**config.mk**
```make
export PLATFORM = sky130hd
export DESIGN_NAME = pipe_hazard_ctrl_flat
export DESIGN_NICKNAME = d
export VERILOG_FILES = /design/src/rtl/pipe_hazard_ctrl_if.sv /design/src/rtl/pipe_hazard_ctrl.sv /design/src/flat_wrapper.sv
export SDC_FILE = /design/constraint.sdc
export NUM_CORES = 1
export LEC_CHECK = 0
export ABC_CLOCK_PERIOD_IN_PS = 2200
export BUFFER_PORTS_ARGS = -buffer_cell sky130_fd_sc_hd__buf_4
export CAP_MARGIN = 20
export CORE_MARGIN = 2
export CORE_UTILIZATION = 50
export DETAILED_ROUTE_END_ITERATION = 12
export PLACE_DENSITY = 0.82
export SYNTH_ARGS = -nofsm -noshare
export SYNTH_HDL_FRONTEND = slang
export SYNTH_SLANG_ARGS = --single-unit
```
**constraint.sdc**
```tcl
create_clock -name clk -period 2.2 [get_ports clk]
set_clock_uncertainty 0.15 [all_clocks]
set_input_delay 0.11 -clock clk [delete_from_list [all_inputs] [get_ports clk]]
set_output_delay 0.11 -clock clk [all_outputs]
set_load 0.03 [all_outputs]
```
**src/rtl/pipe_hazard_ctrl_if.sv**
```systemverilog
// Hazard-controller bundle: hazard-detect inputs from ID/EXE/MEM, memory
// request, counter clear, and the freeze/flush/status outputs.
// master = pipeline side driving requests, slave = controller.
interface pipe_hazard_ctrl_if;
   logic [3:0]  id_src1;
   logic [3:0]  id_src2;
   logic        id_use_src1;
   logic        id_two_src;
   logic [3:0]  exe_dest;
   logic        exe_wb_en;
   logic        exe_mem_read;
   logic [3:0]  mem_dest;
   logic        mem_wb_en;
   logic        exe_branch_taken;
   logic        mem_req;
   logic        cnt_clr;

   logic        pc_freeze;
   logic        ifid_freeze;
   logic        ifid_flush;
   logic        idexe_freeze;
   logic        idexe_flush;
   logic        exemem_freeze;
   logic        memwb_flush;
   logic        mem_done;
   logic [15:0] stall_cycles;

   modport master (
      output id_src1, id_src2, id_use_src1, id_two_src,
             exe_dest, exe_wb_en, exe_mem_read,
             mem_dest, mem_wb_en, exe_branch_taken, mem_req, cnt_clr,
      input  pc_freeze, ifid_freeze, ifid_flush, idexe_freeze, idexe_flush,
             exemem_freeze, memwb_flush, mem_done, stall_cycles
   );

   modport slave (
      input  id_src1, id_src2, id_use_src1, id_two_src,
             exe_dest, exe_wb_en, exe_mem_read,
             mem_dest, mem_wb_en, exe_branch_taken, mem_req, cnt_clr,
      output pc_freeze, ifid_freeze, ifid_flush, idexe_freeze, idexe_flush,
             exemem_freeze, memwb_flush, mem_done, stall_cycles
   );
endinterface

```
**src/rtl/pipe_hazard_ctrl.sv**
```systemverilog
// pipe_hazard_ctrl: stall/flush controller for the five-stage pipeline.
// Detects RAW hazards between ID and EXE/MEM, squashes wrong-path work on a
// taken branch, and runs a fixed-latency data-memory wait-state FSM that
// freezes the pipeline for MEM_WAIT cycles per access.
// Optional feature macro: FORWARDING_EN (only EXE-stage load-use stalls).
// Decode outputs are combinational; only FSM state, wait_cnt and the
// saturating stall counter are registered.
module pipe_hazard_ctrl #(
   parameter int MEM_WAIT = 2
) (
   input  logic              clk,
   input  logic              rst,
   pipe_hazard_ctrl_if.slave bus
);

   localparam bit WAIT_ON   = (MEM_WAIT != 0);
   localparam int WAIT_INIT = (MEM_WAIT >= 2) ? (MEM_WAIT - 2) : 0;

   typedef enum logic [1:0] {
      IDLE = 2'd0,
      BUSY = 2'd1,
      DONE = 2'd2
   } wait_state_t;

   wait_state_t state;
   wait_state_t next_state;
   logic [3:0]  wait_cnt;
   logic [3:0]  next_wait_cnt;
   logic        mem_stall;
   logic        mem_done_int;

   logic        src1_exe_match;
   logic        src2_exe_match;
   logic        src1_mem_match;
   logic        src2_mem_match;
   logic        hazard;

   logic        pc_freeze;
   logic        ifid_freeze;
   logic        ifid_flush;
   logic        idexe_freeze;
   logic        idexe_flush;
   logic        exemem_freeze;
   logic        memwb_flush;
   logic        mem_done;
   logic        haz_stall;
   logic        stall_inc;
   logic [15:0] stall_cycles;

   // Wait FSM state register; reset abandons any access in flight.
   always_ff @(posedge clk or negedge rst) begin
      if (!rst) begin
         state    <= IDLE;
         wait_cnt <= 4'd0;
      end else begin
         state    <= next_state;
         wait_cnt <= next_wait_cnt;
      end
   end

   // Wait FSM next-state and stall/done decode.
   always_comb begin
      next_state    = state;
      next_wait_cnt = wait_cnt;
      mem_stall     = 1'b0;
      mem_done_int  = 1'b0;
      case (state)
         IDLE: begin
            if (WAIT_ON && bus.mem_req) begin
               mem_stall = 1'b1;
               if (MEM_WAIT == 1) begin
                  next_state = DONE;
               end else begin
                  next_state    = BUSY;
                  next_wait_cnt = 4'(WAIT_INIT);
               end
            end
         end
         BUSY: begin
            mem_stall = 1'b1;
            if (wait_cnt == 4'd0) begin
               next_state = DONE;
            end else begin
               next_wait_cnt = wait_cnt - 4'd1;
            end
         end
         DONE: begin
            // Pipeline advances this cycle; a request seen now belongs to
            // the access that is completing, so it is ignored.
            mem_done_int = 1'b1;
            next_state   = IDLE;
         end
         default: begin
            next_state    = IDLE;
            next_wait_cnt = 4'd0;
         end
      endcase
   end

   // Source/destination match detection against EXE and MEM.
   always_comb begin
      src1_exe_match = bus.id_use_src1 & bus.exe_wb_en & (bus.id_src1 == bus.exe_dest);
      src2_exe_match = bus.id_two_src  & bus.exe_wb_en & (bus.id_src2 == bus.exe_dest);
      src1_mem_match = bus.id_use_src1 & bus.mem_wb_en & (bus.id_src1 == bus.mem_dest);
      src2_mem_match = bus.id_two_src  & bus.mem_wb_en & (bus.id_src2 == bus.mem_dest);
`ifdef FORWARDING_EN
      // Forwarding covers everything except a load still in EXE.
      hazard = bus.exe_mem_read & (src1_exe_match | src2_exe_match);
`else
      hazard = src1_exe_match | src2_exe_match | src1_mem_match | src2_mem_match;
`endif
   end

   // Prioritised freeze/flush decode; everything is held at 0 during reset.
   always_comb begin
      pc_freeze     = 1'b0;
      ifid_freeze   = 1'b0;
      ifid_flush    = 1'b0;
      idexe_freeze  = 1'b0;
      idexe_flush   = 1'b0;
      exemem_freeze = 1'b0;
      memwb_flush   = 1'b0;
      mem_done      = 1'b0;
      haz_stall     = 1'b0;
      if (rst) begin
         mem_done = mem_done_int;
         if (mem_stall) begin
            // Branch and hazard inputs are frozen too; they get re-evaluated
            // once the access finishes.
            pc_freeze     = 1'b1;
            ifid_freeze   = 1'b1;
            idexe_freeze  = 1'b1;
            exemem_freeze = 1'b1;
            memwb_flush   = 1'b1;
         end else if (bus.exe_branch_taken) begin
            // The ID instruction is squashed, so its hazard is moot.
            ifid_flush  = 1'b1;
            idexe_flush = 1'b1;
         end else if (hazard) begin
            pc_freeze   = 1'b1;
            ifid_freeze = 1'b1;
            idexe_flush = 1'b1;
            haz_stall   = 1'b1;
         end
      end
   end

   assign stall_inc = rst & (mem_stall | haz_stall);

   // Saturating stall-cycle counter; clear wins over increment.
   always_ff @(posedge clk or negedge rst) begin
      if (!rst) begin
         stall_cycles <= 16'd0;
      end else if (bus.cnt_clr) begin
         stall_cycles <= 16'd0;
      end else if (stall_inc && (stall_cycles != 16'hFFFF)) begin
         stall_cycles <= stall_cycles + 16'd1;
      end
   end

   assign bus.pc_freeze     = pc_freeze;
   assign bus.ifid_freeze   = ifid_freeze;
   assign bus.ifid_flush    = ifid_flush;
   assign bus.idexe_freeze  = idexe_freeze;
   assign bus.idexe_flush   = idexe_flush;
   assign bus.exemem_freeze = exemem_freeze;
   assign bus.memwb_flush   = memwb_flush;
   assign bus.mem_done      = mem_done;
   assign bus.stall_cycles  = stall_cycles;

endmodule
```
**src/flat_wrapper.sv**
```systemverilog
// flat-port wrapper written by rule: the top's interface ports become plain ports
module pipe_hazard_ctrl_flat 
#(
   parameter int MEM_WAIT = 2
)
  (clk, rst, bus_id_src1, bus_id_src2, bus_id_use_src1, bus_id_two_src, bus_exe_dest, bus_exe_wb_en, bus_exe_mem_read, bus_mem_dest, bus_mem_wb_en, bus_exe_branch_taken, bus_mem_req, bus_cnt_clr, bus_pc_freeze, bus_ifid_freeze, bus_ifid_flush, bus_idexe_freeze, bus_idexe_flush, bus_exemem_freeze, bus_memwb_flush, bus_mem_done, bus_stall_cycles);
  pipe_hazard_ctrl_if bus_i ();
  input  logic clk;
  input  logic rst;
  input wire logic [$bits(bus_i.id_src1)-1:0] bus_id_src1;
  input wire logic [$bits(bus_i.id_src2)-1:0] bus_id_src2;
  input wire logic [$bits(bus_i.id_use_src1)-1:0] bus_id_use_src1;
  input wire logic [$bits(bus_i.id_two_src)-1:0] bus_id_two_src;
  input wire logic [$bits(bus_i.exe_dest)-1:0] bus_exe_dest;
  input wire logic [$bits(bus_i.exe_wb_en)-1:0] bus_exe_wb_en;
  input wire logic [$bits(bus_i.exe_mem_read)-1:0] bus_exe_mem_read;
  input wire logic [$bits(bus_i.mem_dest)-1:0] bus_mem_dest;
  input wire logic [$bits(bus_i.mem_wb_en)-1:0] bus_mem_wb_en;
  input wire logic [$bits(bus_i.exe_branch_taken)-1:0] bus_exe_branch_taken;
  input wire logic [$bits(bus_i.mem_req)-1:0] bus_mem_req;
  input wire logic [$bits(bus_i.cnt_clr)-1:0] bus_cnt_clr;
  output wire logic [$bits(bus_i.pc_freeze)-1:0] bus_pc_freeze;
  output wire logic [$bits(bus_i.ifid_freeze)-1:0] bus_ifid_freeze;
  output wire logic [$bits(bus_i.ifid_flush)-1:0] bus_ifid_flush;
  output wire logic [$bits(bus_i.idexe_freeze)-1:0] bus_idexe_freeze;
  output wire logic [$bits(bus_i.idexe_flush)-1:0] bus_idexe_flush;
  output wire logic [$bits(bus_i.exemem_freeze)-1:0] bus_exemem_freeze;
  output wire logic [$bits(bus_i.memwb_flush)-1:0] bus_memwb_flush;
  output wire logic [$bits(bus_i.mem_done)-1:0] bus_mem_done;
  output wire logic [$bits(bus_i.stall_cycles)-1:0] bus_stall_cycles;
  assign bus_i.id_src1 = bus_id_src1;
  assign bus_i.id_src2 = bus_id_src2;
  assign bus_i.id_use_src1 = bus_id_use_src1;
  assign bus_i.id_two_src = bus_id_two_src;
  assign bus_i.exe_dest = bus_exe_dest;
  assign bus_i.exe_wb_en = bus_exe_wb_en;
  assign bus_i.exe_mem_read = bus_exe_mem_read;
  assign bus_i.mem_dest = bus_mem_dest;
  assign bus_i.mem_wb_en = bus_mem_wb_en;
  assign bus_i.exe_branch_taken = bus_exe_branch_taken;
  assign bus_i.mem_req = bus_mem_req;
  assign bus_i.cnt_clr = bus_cnt_clr;
  assign bus_pc_freeze = bus_i.pc_freeze;
  assign bus_ifid_freeze = bus_i.ifid_freeze;
  assign bus_ifid_flush = bus_i.ifid_flush;
  assign bus_idexe_freeze = bus_i.idexe_freeze;
  assign bus_idexe_flush = bus_i.idexe_flush;
  assign bus_exemem_freeze = bus_i.exemem_freeze;
  assign bus_memwb_flush = bus_i.memwb_flush;
  assign bus_mem_done = bus_i.mem_done;
  assign bus_stall_cycles = bus_i.stall_cycles;
  pipe_hazard_ctrl #(.MEM_WAIT(MEM_WAIT)) u_core (.clk(clk), .rst(rst), .bus(bus_i));
endmodule
```
## Word-level counts from Yosys, hierarchy flattened

Index checks and enable logic that the tools add are counted.

- Add/sub/neg operators: 2
- Equality and inequality tests: 10
- Mux-type cells: 26
- Bitwise operators: 14
- Reductions and logical operators: 6

Operator list:

| kind | count |
|---|---|
| 16-bit 2-to-1 mux | 2 |
| 1-bit 2-to-1 mux | 17 |
| 16-bit by 1-bit adder with 16-bit output, second input constant | 1 |
| 4-bit equality test | 4 |
| 16-bit inequality test, second input constant | 1 |
| 4-bit case mux with 3 select lines | 1 |
| 1-bit AND | 9 |
| 4-bit 2-to-1 mux | 2 |
| 4-bit zero test | 1 |
| 2-bit 2-to-1 mux | 2 |
| 2-bit inequality test, second input constant | 2 |
| 1-bit OR | 4 |
| 2-bit case mux with 2 select lines | 1 |
| 4-bit by 1-bit subtractor with 4-bit output, second input constant | 1 |
| 3-bit AND reduction | 1 |
| 2-bit by 1-bit equality test with 1-bit output, second input constant | 1 |
| 2-bit equality test, second input constant | 1 |
| 2-bit zero test | 1 |
| 2-bit by 1-bit inequality test with 1-bit output, second input constant | 1 |
| 1-bit case mux with 2 select lines | 1 |
| 2-bit AND reduction | 1 |
| 2-bit nonzero test | 1 |
| 1-bit logical AND | 1 |
| 1-bit NOT | 1 |

- Bits in registers: 22
- Input bits: 26
- Output and inout bits: 24
- Word-level logic and storage cells: 61

## Depth between registers and ports, before layout

Gate-level depths: netlist of the first run.

- Word-level depth: 14
- Depth in mapped cells: 8
- Mapped depth without buffers: 7

## Least setup slack after synthesis of the first run

OpenSTA, ideal clock, no wires.

- Path kind: register to register
- Start: register u_core.stall_cycles[7], in the netlist u_core.bus.stall_cycles[7]
- End: register u_core.stall_cycles[13], in the netlist u_core.bus.stall_cycles[13]
- Library setup time: 125 ps
- Arrival: 2014 ps
- Path slack: -89 ps
- Cell stages (with the launch flop): 8
- Buffers on the path: 1
- Clock period less this slack: 2289 ps
- Cell sequence: dfrtp_1 -> and4_4 -> nand2_4 -> or4_1 -> buf_2 -> nand4_1 -> o21ai_2 -> mux2_4

- Word-level cells in the longest chain between the ends: 3
- Elaborated cells between the ends (all ways): 6
- Those cells by class: add/sub: 1; eq/ne: 1; mux: 2; reduce/logical: 2

RTL lines:

| what | RTL line | RTL |
|---|---|---|
| from (decl) | pipe_hazard_ctrl.sv:48 | `logic [15:0] stall_cycles;` |
| from (signal assigned) | pipe_hazard_ctrl.sv:157 | `stall_cycles <= stall_cycles + 16'd1;` |
| 16-bit by 1-bit adder with 16-bit output / 16-bit inequality test (equally long branches) | pipe_hazard_ctrl.sv:157, pipe_hazard_ctrl.sv:156 |  |
| 16-bit 2-to-1 mux / 1-bit logical AND (equally long branches) | pipe_hazard_ctrl.sv:156 | `end else if (stall_inc && (stall_cycles != 16'hFFFF)) begin` |
| 16-bit 2-to-1 mux / 2-bit nonzero test (equally long branches) | - |  |

Parallel ways exist; a longest one is shown, timed or not. The select of a mux whose other input is x is not followed.
A chain may end at the register's enable or synchronous reset.

## Worst setup path after layout of the first run

Ends and elaborated chain as after synthesis.

==> results of run 1 <==
==> critical path: stages (launching register included) <==
cell and delay, ps:
dfrtp_2 430, and4_4 270, nand2_4 70, or4_4 590
nand4_1 140, o21ai_2 70, mux2_4 290
==> how the worst max path moves through the flow <==
stage                                                          to
after floorplan           u_core.bus.stall_cycles[13]$_DFFE_PN0P_
after global placement    u_core.bus.stall_cycles[14]$_DFFE_PN0P_
after detailed placement  u_core.bus.stall_cycles[14]$_DFFE_PN0P_
after CTS                 u_core.bus.stall_cycles[14]$_DFFE_PN0P_
after global routing      u_core.bus.stall_cycles[13]$_DFFE_PN0P_
final                     u_core.bus.stall_cycles[13]$_DFFE_PN0P_
==> cells by family after synthesis <==
logic type,after synthesis
buffers and inverters,19
flip-flops,22
AND/OR/NAND/NOR,91
XOR/XNOR,17
adder cells (fa/ha/maj),3
multiplexers,15
AO/OA/AOI/OAI,29
==> synth_stat cells, types with 4 or more instances <==
master    instances  area [um^2]
dfrtp_1          22          551
nand2b_1          4         25.0
mux2_1            7         78.8
nor2b_1          10         62.6
a211oi_1          6         45.0
nor3_1            9         45.0
mux2_2            4         45.0
xnor2_1           5         43.8
a21oi_1           5         25.0
nor2_1           23         86.3
nand3_1           4         20.0
inv_1             8         30.0
nand4_1          10         62.6
o22ai_1           4         25.0
nand2_1          16         60.1
xor2_1           12          105
==> final cells by class <==
type,count,area (um^2),area share
multi-input cells,155,1070,0.479
flip-flops and latches,22,558,0.249
well taps,46,57.6,0.0257
clock inverters,1,30.0,0.0134
clock buffers,3,22.5,0.0100
inverters,8,30.0,0.0134
repair buffers,62,470,0.210
==> cell usage in the layout (no fill, tap or decap), types with 2 or more instances in the layout <==
master | netlist | final
dlygate4sd3_1 | 1 | 2
o21ai_2 | 2 | 2
nand3_1 | 4 | 4
nor3_1 | 9 | 9
mux2i_1 | 2 | 2
o22ai_1 | 4 | 4
nor2_1 | 23 | 23
a2111oi_0 | 2 | 2
xnor2_1 | 5 | 5
dfrtp_2 | 0 | 6
mux2_2 | 4 | 4
mux2_4 | 2 | 2
nand4_1 | 10 | 10
a2111oi_2 | 0 | 2
xor2_1 | 12 | 12
a21oi_1 | 5 | 5
clkbuf_4 | 0 | 3
buf_4 | 3 | 60
nor2b_1 | 10 | 10
and2b_1 | 3 | 3
inv_1 | 8 | 8
mux2_1 | 7 | 7
ha_1 | 3 | 3
dfrtp_1 | 22 | 16
nand2b_1 | 4 | 4
nand2_1 | 16 | 16
a211oi_1 | 6 | 5
==> what timing repair did <==
action                                  CTS  global route
hold buffers                              2             0
endpoints found under the hold margin    26             0
gates resized for setup                   1             5
endpoints found under the setup margin    2             5
==> through the flow <==
step | power [mW] | hold slack, ps | cell area, um^2
after detailed placement | 1.25 | -63.6 | 2150
after CTS | 1.57 | 2.29 | 2230
final | 1.57 | 1.40 | 2240
after global placement | 1.23 | -68.1 | 2150
after global routing | 1.68 | 40.7 | 2240
after floorplan | 1.01 | -336 | 1710
==> flip-flops by register name (all words and copies together), names as in the netlist <==
signal                   flops
u_core.state                 2
u_core.bus.stall_cycles     16
u_core.wait_cnt              4
==> per-layer routing <==
layer,vias to the layer above,routed length (um),track usage
met5,-,0,0
met4,0,42,0.0917
met3,5,164,0.0272
met2,40,2070,0.387
met1,767,1850,0.272
li1,807,-,-
==> where the power goes <==
group          total (mW)  internal (mW)  switching [mW]  leakage [nW]
logic               0.726          0.310           0.416         0.729
clock network       0.326          0.184           0.142        0.0279
registers           0.516          0.465          0.0507         0.289
total                1.57          0.960           0.608          1.05
==> out/results.tsv, run 1 <==
metric	value	unit
status	finished clean	
Adder-Cell Fraction of Synth Area	0.0220	
CTS tree	done	
final cell count without fillers	297	
Hold Violations, Final	0	
# rows	21	
fin crit share	0.961	
cts bufs inserted	3	
Worst Setup SP	u_core.bus.stall_cycles[7]$_DFFE_PN0P_	
initial antenna violation count	0	
fin crit period	2110	ps
Antenna diodes	0	
unrepaired setup endpoints after global routing	false	
WS Path Type	flop to flop	
area grow syn2layout	31.7	%
layout cell share with drive strength beyond 1	0.347	
Final Util	0.678	
Ports	50	
critical path capture point type	flop	
Die Ht	62.4	um
clock sinks	22	
mean post-synth cell area	8.69	um^2
drt initial violations	54	
Worst Hold End	u_core.bus.stall_cycles[15]$_DFFE_PN0P_	
f_max	473	MHz
Routability Congestion	0.837	
gr ovfl total	0	
first-pass GRT wire length	7050	um
hpwl dp	3210	um
Fin Setup TNS	0	ps
Root Driver	clkbuf_4	
arrival time worst endpoint	2190	ps
Core ar.	3310	um^2
Tightest Pin Transition	418	ps
max-slew violation count	0	
PwrDens	699	nW/um^2
EDFF count, synth	0	
worst vdd ir	0.415	mV
mux contribution to synthesized area	0.102	
combinational family with the most area after synthesis	simple AND/OR/NAND/NOR gates	
Pleak	1.05	nW
Critical Path RT	2280	ps
Vias/cell	5.45	
Crit Reg-Reg Endpoint	u_core.bus.stall_cycles[13]$_DFFE_PN0P_	
Starting Density	0.514	
Port Buffer Count	48	
worst r2r src	u_core.bus.stall_cycles[7]$_DFFE_PN0P_	
vias in the first global route	1641	
complex-gate fraction of the synthesized area	0.127	
TritonRoute pass-1 iters	4	
Post-Place Worst Slack	14.5	ps
worst skew pair latency	330	ps
HP Class	input pin to flop	
Max Cap Viol	0	
Post-Synth XOR/XNOR Area	0.0874	
Final #Nets	281	
All-Layer GR Usage	0.220	
H-tree levels	1	
Hold Crit Start	bus_cnt_clr	
max_slew headroom	0.714	
Seq/Total Area, Yosys	0.323	
fraction of registers with async set/reset	1.00	
clock slew at reported path FFs	140	ps
Final ANT Viol Nets	0	
Layout fillers	309	
register bit total from synthesis	22	
DR WL/cell	13.9	um
commonest register cell after synthesis	dfrtp_1	
largest net degree at the start of global routing	31	
setup ws final	86.0	ps
Worst Reg-to-Reg Cells	6	
Hold Crit Depth	2	
Simple-Gate Fraction of Synth Area	0.281	
R2R setup slack	90	ps
Setup crit start kind	flop	
Synth cell types	47	
Max Fanout on Critical Path	6	
Setup Fix Bufs, Post-CTS	0	
placed cell count	291	
Syn. warnings	0	
total wire length	4120	um
die width	62.4	um
final setup fails	0	
Post-Syn Area	1700	um^2
DR DRC count	0	
vias post-DR	1619	
post-synthesis instance total	196	
CTS Buffer Depth	2	
die area	3890	um^2
Net Count, Synth	225	
(Power assumes the default switching activity.)
==> run 2, diff against run 1 <==
--- a/config.mk
+++ b/config.mk
@@ -10,7 +10,9 @@
 export CAP_MARGIN = 20
 export CORE_MARGIN = 2
 export CORE_UTILIZATION = 50
+export CTS_BUF_LIST = sky130_fd_sc_hd__clkbuf_8
 export DETAILED_ROUTE_END_ITERATION = 12
+export GPL_TIMING_DRIVEN = 0
 export PLACE_DENSITY = 0.82
 export SYNTH_ARGS = -nofsm -noshare
 export SYNTH_HDL_FRONTEND = slang
==> run 2 against run 1 <==
Effect of this change:
- count of clock-buffer cells in the layout did not move
- via count rose by 1.7%
- register-to-register slack barely moved
- hold slack improved by 39 ps
- routed wire length rose by 3.9%
- sequential cell count did not move
- global-route usage rose by 0.45 points
- critical path type unchanged
- critical endpoint is now u_core.bus.stall_cycles[11]$_DFFE_PN0P_
==> out/results.tsv, run 2 (synthesized netlist as in run 1, its figures left out) <==
metric	value	unit
status	finished clean	
Final #Nets	284	
gr ovfl total	0	
All-Layer GR Usage	0.224	
Int Power	1.00	mW
slowest CP cell	or4_4	
Hold Violations, Final	0	
PwrDens	703	nW/um^2
Tightest Pin Transition	710	ps
Pleak	1.07	nW
CTS Buffer Depth	2	
clock group share of total power	0.241	
hpwl dp	3050	um
most common cell after layout, fill and taps aside	buf_4	
vias post-DR	1647	
layout cell share with drive strength beyond 1	0.346	
Port Buffer Count	47	
HP Class	input pin to flop	
Ports	50	
Antenna diodes	0	
initial antenna violation count	0	
TritonRoute pass-1 iters	4	
largest net degree at the start of global routing	23	
final cell count without fillers	300	
die area	3890	um^2
max reg flops	16	
Final Util	0.689	
Max Cap Viol	0	
max_slew headroom	0.526	
die width	62.4	um
Final ANT Viol Nets	0	
Root Driver	clkbuf_8	
Die Ht	62.4	um
cts bufs inserted	3	
Fin Setup TNS	0	ps
# rows	21	
most flop-heavy register	u_core.bus.stall_cycles	
DR DRC count	0	
Cell Chain, Critical Path	and4_4 > nand2_4 > or4_4 > buf_6 > nand4_1 > o21ai_2 > mux2_4	
DR WL/cell	14.3	um
Vias/cell	5.49	
H-tree levels	1	
placed cell count	289	
final setup fails	0	
unrepaired setup endpoints after global routing	false	
Overall Power	1.60	mW
critical path capture point type	flop	
Critical Path RT	2210	ps
CP peak stage delay	540	ps
fin crit period	2130	ps
worst skew pair latency	270	ps
CTS tree	done	
Sw Share	0.376	
Net Sw Power	0.603	mW
drt initial violations	48	
Setup crit start kind	flop	
Starting Density	0.514	
Core ar.	3310	um^2
vias in the first global route	1583	
total wire length	4280	um
most frequent cells in the layout	buf_4 (56), nor2_1 (23), nand2_1 (16)	
combinational group share of total power	0.425	
clock slew at reported path FFs	80	ps
worst vdd ir	0.391	mV
max-slew violation count	0	
Flop pwr share	0.334	
Routability Congestion	0.838	
first-pass GRT wire length	7100	um
f_max	470	MHz
fin crit share	0.968	
WS Path Type	flop to flop	
arrival time worst endpoint	2140	ps
Regs by FF count	u_core.bus.stall_cycles: 16 flops, u_core.wait_cnt: 4 flops, u_core.state: 2 flops	
Max Fanout on Critical Path	6	
area grow syn2layout	34.0	%
clock sinks	22	
==> run 2: worst paths after layout <==
path	from	to	slack, ps	cells after the start
worst max-delay path	u_core.bus.stall_cycles[8]$_DFFE_PN0P_	u_core.bus.stall_cycles[11]$_DFFE_PN0P_	70	7
worst min-delay path	bus_mem_req	u_core.wait_cnt[1]$_DFFE_PN0P_	40	4
worst max register to register	u_core.bus.stall_cycles[8]$_DFFE_PN0P_	u_core.bus.stall_cycles[11]$_DFFE_PN0P_	70	7
worst min register to register	u_core.state[1]$_DFFE_PN0P_	u_core.state[1]$_DFFE_PN0P_	370	1
max in group asynchronous	rst	u_core.bus.stall_cycles[1]$_DFFE_PN0P_	1110	3
min in group asynchronous	rst	u_core.bus.stall_cycles[9]$_DFFE_PN0P_	280	2
==> run 2: timing repair <==
action	4_1_cts	5_1_grt
hold buffers	1	0
endpoints found under the setup margin	2	13
setup buffers	0	6
endpoints found under the hold margin	22	0
resized for setup	2	8
pin swaps	0	1
==> run 2: per-stage QoR <==
stage | hold slack (ps) | area (um^2) | setup slack (ps)
2_1_floorplan | -336 | 1710 | 16.2
3_3_place_gp | -121 | 2120 | -10.5
3_5_place_dp | -113 | 2120 | 6.67
4_1_cts | 37.5 | 2210 | 26.9
5_1_grt | 91.8 | 2280 | 4.70
6_report | 40.2 | 2280 | 71.4
==> run 2: worst max-delay path, delay by kind of cell, from the launching register on <==
family                 cells  cell delay [ps]
muxes                      1              290
buffers and inverters      1              140
DFF                        1              390
and+or+nand+nor            4              990
AOI/OAI and AO/OA          1               70
==> run 2: layout make-up <==
cell class | instances | area (um^2)
Clock buffer | 3 | 41.3
Inverter | 8 | 30.0
Tap cell | 46 | 57.6
Sequential cell | 22 | 559
Timing Repair Buffer | 55 | 419
Buffer | 10 | 71.3
Clock inverter | 1 | 30.0
Fill cell | 284 | 1030
Multi-Input combinational cell | 155 | 1070
==> run 2: routing by layer <==
metal | vias to the layer above | wire length [um] | GRT usage
li1 | 817 | - | -
met3 | 5 | 203 | 0.0471
met2 | 48 | 2100 | 0.399
met1 | 777 | 1940 | 0.271
met5 | - | 0 | 0
met4 | 0 | 43 | 0.0694
==> run 2: power by group through the flow <==
stage	Sequential (mW)	Clock [mW]	Combinational, mW
CTS	0.515	0.397	0.710
finish	0.536	0.387	0.682
detailed placement	0.523	0	0.703
global route	0.546	0.408	0.756
floorplan	0.531	0	0.476
global placement	0.520	0	0.685
==> run 3, diff against run 2 <==
--- a/config.mk
+++ b/config.mk
@@ -5,11 +5,11 @@
 export SDC_FILE = /design/constraint.sdc
 export NUM_CORES = 1
 export LEC_CHECK = 0
-export ABC_CLOCK_PERIOD_IN_PS = 2200
+export ABC_CLOCK_PERIOD_IN_PS = 1900
 export BUFFER_PORTS_ARGS = -buffer_cell sky130_fd_sc_hd__buf_4
 export CAP_MARGIN = 20
 export CORE_MARGIN = 2
-export CORE_UTILIZATION = 50
+export CORE_UTILIZATION = 48
 export CTS_BUF_LIST = sky130_fd_sc_hd__clkbuf_8
 export DETAILED_ROUTE_END_ITERATION = 12
 export GPL_TIMING_DRIVEN = 0
==> constraint.sdc (replaced) <==
create_clock -name clk -period 1.9 [get_ports clk]
set_clock_uncertainty 0.15 [all_clocks]
set_input_delay 0.095 -clock clk [delete_from_list [all_inputs] [get_ports clk]]
set_output_delay 0.095 -clock clk [all_outputs]
set_load 0.03 [all_outputs]
==> run 3 against run 2 <==
Effect of this change:
- the run now ends with setup timing left
- maximum frequency increased by 4.1%
- non-clock buffer count increased by 14
- core utilization grew 11 points
- die area up 3.9%
- sequential share of layout area down 3.6 points
- highest routed layer unchanged
- design area grew 18%
- routed wire length increased by 29%
- sequential cell count unchanged
- hold slack gained 23 ps
- worst setup slack worse by 220 ps
- sequential power grew 18%
- count of clock-buffer cells in the layout unchanged
==> out/results.tsv, run 3 (synthesized netlist as in run 1, its figures left out) <==
metric	value	unit
cts bufs inserted	3	
DR DRC count	0	
die area	4040	um^2
Die Ht	63.6	um
Final Instance Area	2690	um^2
Vias/cell	5.79	
H-tree levels	1	
vias in the first global route	1710	
worst vdd ir	0.790	mV
multi-input logic area	1310	um^2
CTS Buffer Depth	2	
most flop-heavy register	u_core.bus.stall_cycles	
most common cell after layout, fill and taps aside	buf_4	
Int Power	1.26	mW
Regs by FF count	u_core.bus.stall_cycles: 16 flops, u_core.wait_cnt: 4 flops, u_core.state: 2 flops	
clock group share of total power	0.218	
Worst Setup SP	u_core.bus.stall_cycles[0]$_DFFE_PN0P_	
Antenna diodes	0	
Ports	50	
PwrDens	770	nW/um^2
critical path capture point type	flop	
All-Layer GR Usage	0.238	
Flop pwr share	0.305	
Starting Density	0.506	
worst skew pair latency	270	ps
fin crit period	2050	ps
failing checks	setup timing	
Port Buffer Count	47	
HP Class	input pin to flop	
Layout fillers	232	
max_slew headroom	0.649	
Reg area	563	um^2
CP Buf/Inv Count	1	
Pleak	1.18	nW
fin crit share	1.08	
hold slack	63.5	ps
f_max	489	MHz
CP peak stage delay	400	ps
Routability Congestion	0.899	
Max Cap Viol	0	
Final ANT Viol Nets	0	
# rows	21	
Cell Chain, Critical Path	buf_6 > and3_4 > nand4_1 > nor2_2 > nand4_1 > o21ai_2 > mux2_4	
unrepaired setup endpoints after global routing	true	
Setup crit start kind	flop	
setup ws final	-145	ps
area grow syn2layout	58.1	%
Core ar.	3360	um^2
Max Fanout on Critical Path	4	
Post-Place Worst Slack	-274	ps
max-slew violation count	0	
gr ovfl total	0	
max reg flops	16	
Final #Nets	298	
Hold Violations, Final	0	
DR WL/cell	17.5	um
most frequent cells in the layout	buf_4 (67), nor2_1 (19), nand2_1 (13)	
arrival time worst endpoint	2060	ps
Hold Crit Start	bus_mem_req	
die width	63.6	um
slowest CP cell	dfrtp_2	
Fin Setup TNS	-591	ps
Root Driver	clkbuf_8	
Crit path top cell by count	nand4_1	
clock slew at reported path FFs	80	ps
layout cell share with drive strength beyond 1	0.519	
largest net degree at the start of global routing	23	
clock sinks	22	
worst r2r src	u_core.bus.stall_cycles[0]$_DFFE_PN0P_	
vias post-DR	1819	
DP Area	2150	um^2
Tightest Pin Transition	520	ps
WS Path Type	flop to flop	
TritonRoute pass-1 iters	4	
initial antenna violation count	0	
CP delay by family, top	simple AND/OR/NAND/NOR gates	
status	complete, but fails checks	
Final Util	0.801	
final setup fails	7	
total wire length	5510	um
first-pass GRT wire length	7770	um
Sw Share	0.394	
Critical Path RT	1920	ps
hpwl dp	3150	um
drt initial violations	95	
Net Sw Power	0.816	mW
CTS tree	done	
combinational group share of total power	0.477	
run 3: metrics by stage:
step	instances	total power, mW
final	314	2.07
after global routing	314	2.20
after CTS	303	1.93
after detailed placement	289	1.44
after global placement	289	1.41
after floorplan	196	1.18
run 3: worst min-delay path, cell delays in order:
cell and delay, ps:
buf_4 100, nand2b_1 100, nand2_1 80, o22ai_1 70
run 3: area by class of cell:
cell class,instances,share of cell area
clock buffers,3,0.0153
repair buffers,70,0.210
multi-input cells,155,0.486
plain buffers,9,0.0335
inverters,8,0.0135
clock inverters,1,0.0112
flip-flops and latches,22,0.209
well taps,46,0.0214
run 3: power by group through the flow:
| stage | Combinational (mW) | Sequential [mW] | Clock [mW] |
|---|---|---|---|
| floorplan | 0.556 | 0.620 | 0 |
| global placement | 0.796 | 0.610 | 0 |
| detailed placement | 0.825 | 0.611 | 0 |
| CTS | 0.854 | 0.626 | 0.453 |
| global route | 1.08 | 0.640 | 0.472 |
| finish | 0.990 | 0.632 | 0.452 |
run 3: path summary, 6_finish.rpt:
kind	endpoint	slack [ps]	cells after the start
setup / recovery	u_core.bus.stall_cycles[13]$_DFFE_PN0P_	-150	7
hold / removal	u_core.wait_cnt[3]$_DFFE_PN0P_	60	4
setup reg to reg	u_core.bus.stall_cycles[13]$_DFFE_PN0P_	-150	7
hold reg to reg	u_core.state[1]$_DFFE_PN0P_	380	1
max in group asynchronous	u_core.bus.stall_cycles[8]$_DFFE_PN0P_	930	3
min in group asynchronous	u_core.bus.stall_cycles[6]$_DFFE_PN0P_	220	2
run 3: timing repair:
item,CTS,global route
resized for setup,22,45
pin swaps,8,13
setup buffers,10,11
setup endpoints to repair,23,19
hold endpoints to repair,22,0
hold buffers,1,0
run 3: routing by layer:
layer	GRT usage	routed length (um)	vias to the layer above	share of wire
li1	-	-	842	-
met1	0.312	2210	881	0.40
met2	0.409	2790	82	0.51
met3	0.0393	377	14	0.068
met4	0.0571	128	0	0.023
met5	0	0	-	0
